==> config.mk <==
export PLATFORM = sky130hd
export DESIGN_NAME = adjust_field_ctrl
export DESIGN_NICKNAME = d
export VERILOG_FILES = /design/src/rtl/adjust_field_ctrl.sv
export SDC_FILE = /design/constraint.sdc
export NUM_CORES = 1
export LEC_CHECK = 0
export ABC_AREA = 0
export ABC_CLOCK_PERIOD_IN_PS = 2100
export BUFFER_PORTS_ARGS = -buffer_cell sky130_fd_sc_hd__buf_2
export CAP_MARGIN = 20
export CORE_MARGIN = 3
export CORE_UTILIZATION = 45
export DETAILED_ROUTE_END_ITERATION = 6
export PLACE_DENSITY = 0.65
export SYNTH_ARGS = -nofsm -noshare
export SYNTH_HDL_FRONTEND = slang
export SYNTH_SLANG_ARGS = --single-unit
==> constraint.sdc <==
create_clock -name clk -period 2.1 [get_ports clk]
set_input_delay 0.525 -clock clk [delete_from_list [all_inputs] [get_ports clk]]
set_output_delay 0.525 -clock clk [all_outputs]
set_load 0.01 [all_outputs]
==> src/rtl/adjust_field_ctrl.sv <==
// adjust_field_ctrl: run/adjust mode controller; one-hot field select, inc/dec pulses, wrap, timeout.
// Optional hold-to-repeat for U/D is built when AUTO_REPEAT_EN is defined.
module adjust_field_ctrl #(
  parameter int NUM_FIELDS    = 5,
  parameter int START_FIELD   = 0,
  parameter int TIMEOUT_TICKS = 10000,
  parameter int REPEAT_DELAY  = 500,
  parameter int REPEAT_RATE   = 100,
  localparam int IDX_W = (NUM_FIELDS > 2) ? $clog2(NUM_FIELDS) : 1
) (
  input  logic                  clk,
  input  logic                  rst_n,
  input  logic                  tick_i,
  input  logic                  btn_l_i,
  input  logic                  btn_r_i,
  input  logic                  btn_c_i,
  input  logic                  btn_u_i,
  input  logic                  btn_d_i,
  output logic                  adjust_o,
  output logic [NUM_FIELDS-1:0] field_en_o,
  output logic [IDX_W-1:0]      field_idx_o,
  output logic                  inc_o,
  output logic                  dec_o
);
  localparam logic [IDX_W-1:0] LAST  = IDX_W'(NUM_FIELDS - 1);
  localparam logic [IDX_W-1:0] START = IDX_W'(START_FIELD);
  localparam int TW = (TIMEOUT_TICKS > 0) ? $clog2(TIMEOUT_TICKS + 1) : 1;
  localparam logic [TW-1:0] TO_MAX = TW'(TIMEOUT_TICKS);

  typedef enum logic {RUN, ADJ} state_e;
  state_e state_q, state_d;
  logic [4:0] hist_q;
  logic p_c, p_l, p_r, p_u, p_d, any_press, held, in_adj, mv, timeout, rpt;
  logic [TW-1:0] to_q, to_d;
  logic [IDX_W-1:0] idx_q, idx_d;
  logic [NUM_FIELDS-1:0] en_q, en_d;
  logic inc_q, inc_d, dec_q, dec_d;

  assign {p_c, p_l, p_r, p_u, p_d} = {btn_c_i, btn_l_i, btn_r_i, btn_u_i, btn_d_i} & ~hist_q;
  assign any_press = p_c | p_l | p_r | p_u | p_d;
  assign held      = btn_u_i | btn_d_i;
  assign in_adj    = (state_q == ADJ);
  assign mv        = p_l ^ p_r;
  // A press or held U/D in the expiring cycle keeps us in ADJUST
  assign timeout   = (TIMEOUT_TICKS != 0) && (to_q == TO_MAX) && !any_press && !held;
  assign to_d      = (!in_adj || any_press || held) ? '0 :
                     (tick_i && to_q != TO_MAX) ? to_q + 1'b1 : to_q;

`ifdef AUTO_REPEAT_EN
  localparam int HMAX = (REPEAT_DELAY > REPEAT_RATE) ? REPEAT_DELAY : REPEAT_RATE;
  localparam int HW = $clog2(HMAX + 1);
  localparam logic [HW-1:0] H_DLY = HW'(REPEAT_DELAY);
  localparam logic [HW-1:0] H_RATE = HW'(REPEAT_RATE);
  logic [HW-1:0] hc_q, hc_d;
  logic rep_q, rep_d, h_clr;
  assign h_clr = !in_adj || !(btn_u_i ^ btn_d_i) || any_press;
  assign rpt   = !h_clr && tick_i && (hc_q + 1'b1 == (rep_q ? H_RATE : H_DLY));
  assign hc_d  = (h_clr || rpt) ? '0 : hc_q + HW'(tick_i);
  assign rep_d = !h_clr && (rpt || rep_q);
  always_ff @(posedge clk or negedge rst_n)
    if (!rst_n) begin
      hc_q  <= '0;
      rep_q <= 1'b0;
    end else begin
      hc_q  <= hc_d;
      rep_q <= rep_d;
    end
`else
  assign rpt = 1'b0;
`endif

  always_ff @(posedge clk or negedge rst_n)
    if (!rst_n) state_q <= RUN;
    else        state_q <= state_d;

  always_comb
    state_d = in_adj ? ((p_c || timeout) ? RUN : ADJ) : (p_c ? ADJ : RUN);

  always_comb begin
    idx_d = !in_adj ? (p_c ? START : idx_q) :
            (p_c || !mv) ? idx_q :
            p_r ? ((idx_q == LAST) ? '0 : idx_q + 1'b1) :
                  ((idx_q == '0) ? LAST : idx_q - 1'b1);
    inc_d = in_adj && !p_c && !mv && ((p_u && !p_d) || (rpt && btn_u_i));
    dec_d = in_adj && !p_c && !mv && ((p_d && !p_u) || (rpt && btn_d_i));
    en_d  = (state_d == ADJ) ? NUM_FIELDS'(1) << idx_d : '0;
  end

  always_ff @(posedge clk or negedge rst_n)
    if (!rst_n) begin
      hist_q <= '0;
      to_q   <= '0;
      idx_q  <= START;
      en_q   <= '0;
      inc_q  <= 1'b0;
      dec_q  <= 1'b0;
    end else begin
      hist_q <= {btn_c_i, btn_l_i, btn_r_i, btn_u_i, btn_d_i};
      to_q   <= to_d;
      idx_q  <= idx_d;
      en_q   <= en_d;
      inc_q  <= inc_d;
      dec_q  <= dec_d;
    end

  assign adjust_o    = in_adj;
  assign field_en_o  = en_q;
  assign field_idx_o = idx_q;
  assign inc_o       = inc_q;
  assign dec_o       = dec_q;
endmodule

==> results by group, run 1 <==
Status
  – Status: completed

Critical path
  – Worst setup EP type: flop
  – Data arrival, critical path: 2.10 ns
  – Critical Path Start Type: flop
  – Critical path startpoint: field_idx_o[0]
  – Worst-path fanout max: 5
  – R2r startpoint: field_idx_o[0]
  – WS Path Type: flop to flop
  – Worst endpoint required time: 2.33 ns
  – Highest cell delay on the worst timing path: 0.41 ns
  – Slowest stage cell, crit path: dfrtp_1
  – Worst-path cell chain: inv_1 > ha_1 > nor3b_1 > a31oi_1 > a31oi_1 > o211ai_1 > nor3b_1

Floorplan
  – # IOs: 19
  – Die X-Extent: 64.2 µm
  – Core area: 3150 µm²
  – Chip height: 64.2 µm
  – Starting Density: 48.3%
  – DIE AREA: 4120 µm²
  – Cell Rows: 20

Yosys
  – Seq/Total Area, Yosys: 49.3%
  – Yosys warning total: 0
  – Synth cell types: 38
  – Yosys top cell area share: 49.3%
  – Syn Inst Count: 148
  – Synth Register Bits: 30
  – Mapped Nets: 161
  – Largest cells by area after synthesis: dfrtp_1 (49%), xor2_1 (4.6%), nand2_1 (4.4%), nor2_1 (4.4%), ha_1 (4.1%)
  – Yosys top cell by area: dfrtp_1
  – Post-synth design cell area: 1520 µm²
  – Mean area per synthesized cell: 10.3 µm²

Drt
  – Routed Antenna Nets: 0
  – Metal-1 WL: 1360 µm
  – Routed wl met3: 133 µm
  – WL final: 2790 µm
  – Routed length per instance: 12.7 µm
  – DR top layer: met4
  – Routed vias/inst: 5.12
  – DR iter-0 viols: 54
  – WL met2: 1250 µm
  – Via Count: 1121
  – TritonRoute pass-1 iters: 4
  – DRC: 0

STA
  – Post-route clock skew: 0.0145 ns
  – Final period util: 88.9%
  – Final setup fails: 0
  – Final hold vios: 0
  – Relative slew slack: 58.1%
  – Slew Viols, Final: 0
  – Min Hold Slack: 0.212 ns
  – Final critical-path required period: 1.87 ns
  – Maximum clock rate: 536 MHz
  – Setup TNS: 0 ns
  – Slew at the pin with the worst max-slew slack: 0.629 ns
  – Unrepaired setup endpoints after global routing: false

Global routing
  – Total grt overflow: 0
  – First-pass GRT wire length: 5060 µm
  – Vias in the first global route: 1158
  – Initial antenna violation count: 0
  – Gr usage total: 15.9%
  – Largest net degree at the start of global routing: 31

Clock tree
  – Hold buffer count at cts: 0
  – CTS tree: built
  – Worst-Skew Late Latency: 0.32 ns
  – Root Driver: clkbuf_4
  – Postcts setup bufs: 0
  – TritonCTS Sinks: 30
  – CTS Buf Count: 5
  – H-tree Lvls: 2
  – Resized Gates After CTS: 0
  – Clock buffer depth: 2
  – Clock transition at path regs: 0.09 ns

Layout
  – Layout cells sized above 1: 20.6%
  – Layout area overhead: 15.4%
  – Final net count: 187
  – Fillers: 309
  – Antenna Cells: 0

Placement
  – Routability cong.: 0.836
  – Number of port buffers: 18
  – Hpwl dp: 2140 µm

Power and ir drop
  – P per Cell Area: 941 nW/µm²
  – Flop pwr share: 42.9%
  – Switching power: 0.541 mW
  – Logic pwr share: 30.7%
  – Power Total: 1.66 mW
  – Net Sw Frac: 32.7%
  – Pleak: 0.773 nW
  – Clk pwr share: 26.5%
  – Internal: 1.11 mW
  – VDD IR-drop max: 431 µV

Job
  – # Max-Cap Violations: 0

Worst hold path
  – Min-delay worst type: input pin to asynchronous set/reset pin
-- Yosys cell counts, drive strengths merged --
cell / number
nand4: 5
and3: 1
o211ai: 2
or3: 1
ha: 5
and2: 2
nor4bb: 1
xor2: 8
o41ai: 1
nand2b: 5
nor3: 4
inv: 6
nand3: 4
mux2i: 1
buf: 1
nor2b: 1
nor4b: 2
o21a: 1
o21ai: 2
a31oi: 3
and4: 1
nor4: 4
a2111oi: 1
dfrtp: 30
nor3b: 5
nand2: 18
and2b: 3
a32o: 1
nor2: 18
a311o: 1
clkbuf: 1
a21oi: 2
xnor2: 7
-- layout by cell type, fill, tap and decap left out, drive strengths merged, types with 2 or more instances in the layout --
| cell type | count |
|---|---|
| dfrtp | 30 |
| buf | 21 |
| nand2 | 18 |
| nor2 | 18 |
| xor2 | 8 |
| xnor2 | 7 |
| clkbuf | 7 |
| inv | 6 |
| nand4 | 5 |
| ha | 5 |
| nand2b | 5 |
| nor3b | 5 |
| nor3 | 4 |
| nand3 | 4 |
| nor4 | 4 |
| a31oi | 3 |
| and2b | 3 |
| and2 | 2 |
| o211ai | 2 |
| o21ai | 2 |
| a21oi | 2 |
| nor4b | 2 |
-- layout make-up --
cell class,count,area [µm²],area share [%]
clock inverter,1,30.0,1.71
multi-input combinational,110,742,42.2
clock buffer,7,45.0,2.56
tap,44,55.1,3.13
inverter,6,22.5,1.28
timing repair buffer,21,113,6.41
sequential,30,751,42.7
-- per-layer routing --
layer,vias to the layer above,track usage [%]
li1,567,-
met1,520,20.4
met2,29,24.8
met3,5,4.75
met4,0,7.12
met5,-,0
-- final timing paths --
check / slack [ns] / to / cells after the start
setup reg to reg: 0.23 / field_en_o[4] / 7
min in group clk: 0.34 / hist_q[4] / 1
hold / removal: 0.21 / to_q[1] / 1
max in group asynchronous: 1.47 / hist_q[2] / 1
hold reg to reg: 0.43 / inc_o / 1
setup / recovery: 0.23 / field_en_o[4] / 7
-- power groups by stage --
stage	Clock [mW]	Sequential, mW	Combinational (mW)
6_report	0.438	0.709	0.508
5_1_grt	0.476	0.726	0.571
4_1_cts	0.451	0.712	0.514
3_5_place_dp	0	0.722	0.510
3_3_place_gp	0	0.721	0.501
2_1_floorplan	0	0.727	0.353
-- kinds of logic after synthesis --
kind of cell | after synthesis | share of synthesized area [%]
fa+ha+maj | 5 | 4.11
mux | 1 | 0.657
simple gates | 75 | 28.2
buf+inv | 8 | 2.05
flops | 30 | 49.3
compound gates | 14 | 7.14
xor+xnor | 15 | 8.62
-- state kept, by name, summed over array words and instances (netlist names) --
signal	flops
to_q	14
field_en_o	5
hist_q	5
field_idx_o	3
adjust_o	1
dec_o	1
inc_o	1
-- worst max-delay path: cells and delay by family (launching register included) --
| kind | cells | cell delay (ns) |
|---|---|---|
| AO/OA/AOI/OAI | 3 | 0.52 |
| AND/OR/NAND/NOR | 2 | 0.45 |
| flip-flops | 1 | 0.41 |
| adder cells (fa/ha/maj) | 1 | 0.31 |
| buffers and inverters | 1 | 0.10 |
-- through the flow --
stage / cells / worst slack, ns / instance area (µm²) / util (%)
after floorplan: 148 / 0.397 / 1520 / -
after global placement: 211 / 0.205 / 1680 / 53.4
after detailed placement: 211 / 0.129 / 1680 / 53.4
after CTS: 219 / 0.213 / 1760 / 55.8
after global routing: 219 / 0.0474 / 1760 / 55.8
final: 219 / 0.233 / 1760 / 55.8
(Power assumes the default switching activity.)
==> inputs of run 2 (changes only) <==
--- a/config.mk
+++ b/config.mk
@@ -9,6 +9,7 @@
 export ABC_CLOCK_PERIOD_IN_PS = 2100
 export BUFFER_PORTS_ARGS = -buffer_cell sky130_fd_sc_hd__buf_2
 export CAP_MARGIN = 20
+export CORE_ASPECT_RATIO = 0.7
 export CORE_MARGIN = 3
 export CORE_UTILIZATION = 45
 export DETAILED_ROUTE_END_ITERATION = 6
==> run 2 against run 1 <==
Against the previous run:
- non-clock buffer count is 1 lower
- core utilization down 1.0 points
- clock skew down 0.011 ns
- die area up 0.27%
- critical endpoint unchanged
- combinational power increased by 1%
- first-iteration DRC count is 20% lower
- final area decreased by 0.64%
- global-route usage is 0.14 points higher
- critical path type unchanged
==> results by group, run 2 (synthesized netlist as in run 1, its figures left out) <==
Critical path
  – Worst-path cell chain: inv_1 > ha_1 > nor3b_1 > a31oi_1 > a31oi_1 > o211ai_1 > nor3b_1
  – Critical Path Start Type: flop
  – Worst setup EP type: flop
  – WP buf/inv: 1
  – WS Path Type: flop to flop
  – Worst-path fanout max: 5
  – Highest cell delay on the worst timing path: 0.40 ns
  – Slowest stage cell, crit path: dfrtp_1
  – Data arrival, critical path: 2.01 ns
  – Worst endpoint required time: 2.27 ns
  – Delay-heaviest family, CP: compound AO/OA/AOI/OAI gates

Floorplan
  – Chip height: 54.7 µm
  – Cell Rows: 17
  – Die X-Extent: 75.6 µm
  – # IOs: 19
  – Core area: 3190 µm²
  – Starting Density: 47.8%
  – DIE AREA: 4130 µm²

Clock tree
  – Clock transition at path regs: 0.06 ns
  – Resized Gates After CTS: 0
  – TritonCTS Sinks: 30
  – CTS Buf Count: 5
  – Worst-Skew Late Latency: 0.27 ns
  – CTS tree: built
  – H-tree Lvls: 2
  – Clock buffer depth: 2
  – Hold buffer count at cts: 0
  – Postcts setup bufs: 0
  – Root Driver: clkbuf_8

STA
  – Final period util: 87.3%
  – Slew at the pin with the worst max-slew slack: 0.649 ns
  – Setup TNS: 0 ns
  – Final hold vios: 0
  – Final setup fails: 0
  – Relative slew slack: 56.7%
  – Final critical-path required period: 1.83 ns
  – Post-route clock skew: 0.00316 ns
  – Maximum clock rate: 546 MHz
  – Unrepaired setup endpoints after global routing: false
  – Slew Viols, Final: 0

Global routing
  – Vias in the first global route: 1023
  – Initial antenna violation count: 0
  – Largest net degree at the start of global routing: 31
  – Gr usage total: 16.1%
  – Total grt overflow: 0
  – First-pass GRT wire length: 4850 µm

Worst hold path
  – Min-delay worst type: input pin to asynchronous set/reset pin

Placement
  – Routability cong.: 0.775
  – Hpwl dp: 2100 µm
  – Number of port buffers: 18
  – Dpl cells: 204

Drt
  – Via Count: 1127
  – Routed vias/inst: 5.34
  – DRC: 0
  – Routed length per instance: 13.7 µm
  – DR iter-0 viols: 43
  – TritonRoute pass-1 iters: 6
  – Routed Antenna Nets: 0
  – WL final: 2890 µm

Power and ir drop
  – Internal: 1.09 mW
  – Net Sw Frac: 34.0%
  – Switching power: 0.560 mW
  – VDD IR-drop max: 463 µV
  – Clk pwr share: 25.4%
  – Flop pwr share: 43.3%
  – Pleak: 0.773 nW
  – Logic pwr share: 31.3%
  – P per Cell Area: 942 nW/µm²

Layout
  – Commonest non-fill, non-tap cells in the layout: dfrtp_1 (30), nand2_1 (18), nor2_1 (18), buf_2 (18), xor2_1 (8)
  – Core Util, Final: 54.7%
  – Final net count: 186
  – Non-filler cells, final: 211
  – Most common cell after layout, fill and taps aside: dfrtp_1
  – Layout cells sized above 1: 20.8%
  – Antenna Cells: 0
  – Layout area overhead: 14.6%
  – Max FFs per register: 14
  – Largest Register: to_q

Status
  – Status: completed

Job
  – # Max-Cap Violations: 0
run 2: cell types whose count changed in the layout (fill, tap and decap cells not counted):
cell and change:
buf_4 -1, bufinv_16 -1, clkbuf_1 -2, clkbuf_4 -5
clkbuf_8 +5, clkinv_2 +2
run 2: power groups by stage:
stage / sequential [mW] / combinational, mW / clock (mW)
4_1_cts: 0.712 / 0.514 / 0.434
5_1_grt: 0.724 / 0.569 / 0.468
3_5_place_dp: 0.720 / 0.512 / 0
6_report: 0.712 / 0.515 / 0.419
2_1_floorplan: 0.727 / 0.353 / 0
3_3_place_gp: 0.720 / 0.504 / 0
run 2: final timing paths:
check	start	end	slack [ns]	cells after the start
worst max-delay path	field_idx_o[0]	field_en_o[4]	0.27	7
worst min-delay path	rst_n	to_q[7]	0.28	1
worst max register to register	field_idx_o[0]	field_en_o[4]	0.27	7
worst min register to register	hist_q[1]	inc_o	0.43	1
max in group asynchronous	rst_n	to_q[9]	1.40	1
min in group clk	btn_l_i	hist_q[3]	0.38	1
run 2: per-layer routing:
| metal | part of all wire, % | global-route usage [%] | vias up |
|---|---|---|---|
| met2 | 40 | 22.1 | 19 |
| met3 | 5.1 | 6.06 | 2 |
| met5 | 0 | 0 | - |
| li1 | - | - | 563 |
| met1 | 55 | 23.8 | 543 |
| met4 | 0.35 | 3.49 | 0 |
run 2: final cells by class:
type	count	area [µm²]
timing repair buffer	20	105
inverter	6	22.5
clock inverter	2	10.0
multi-input combinational	110	742
tap	38	47.5
fill	298	1440
clock buffer	5	68.8
sequential	30	751
run 2: through the flow:
stage	instance area, µm²	worst slack (ns)	hold slack (ns)	power, mW
floorplan	1520	0.397	0.229	1.08
global placement	1670	0.230	0.408	1.22
detailed placement	1670	0.176	0.420	1.23
CTS	1750	0.272	0.301	1.66
global route	1750	0.101	0.325	1.76
finish	1750	0.267	0.277	1.65
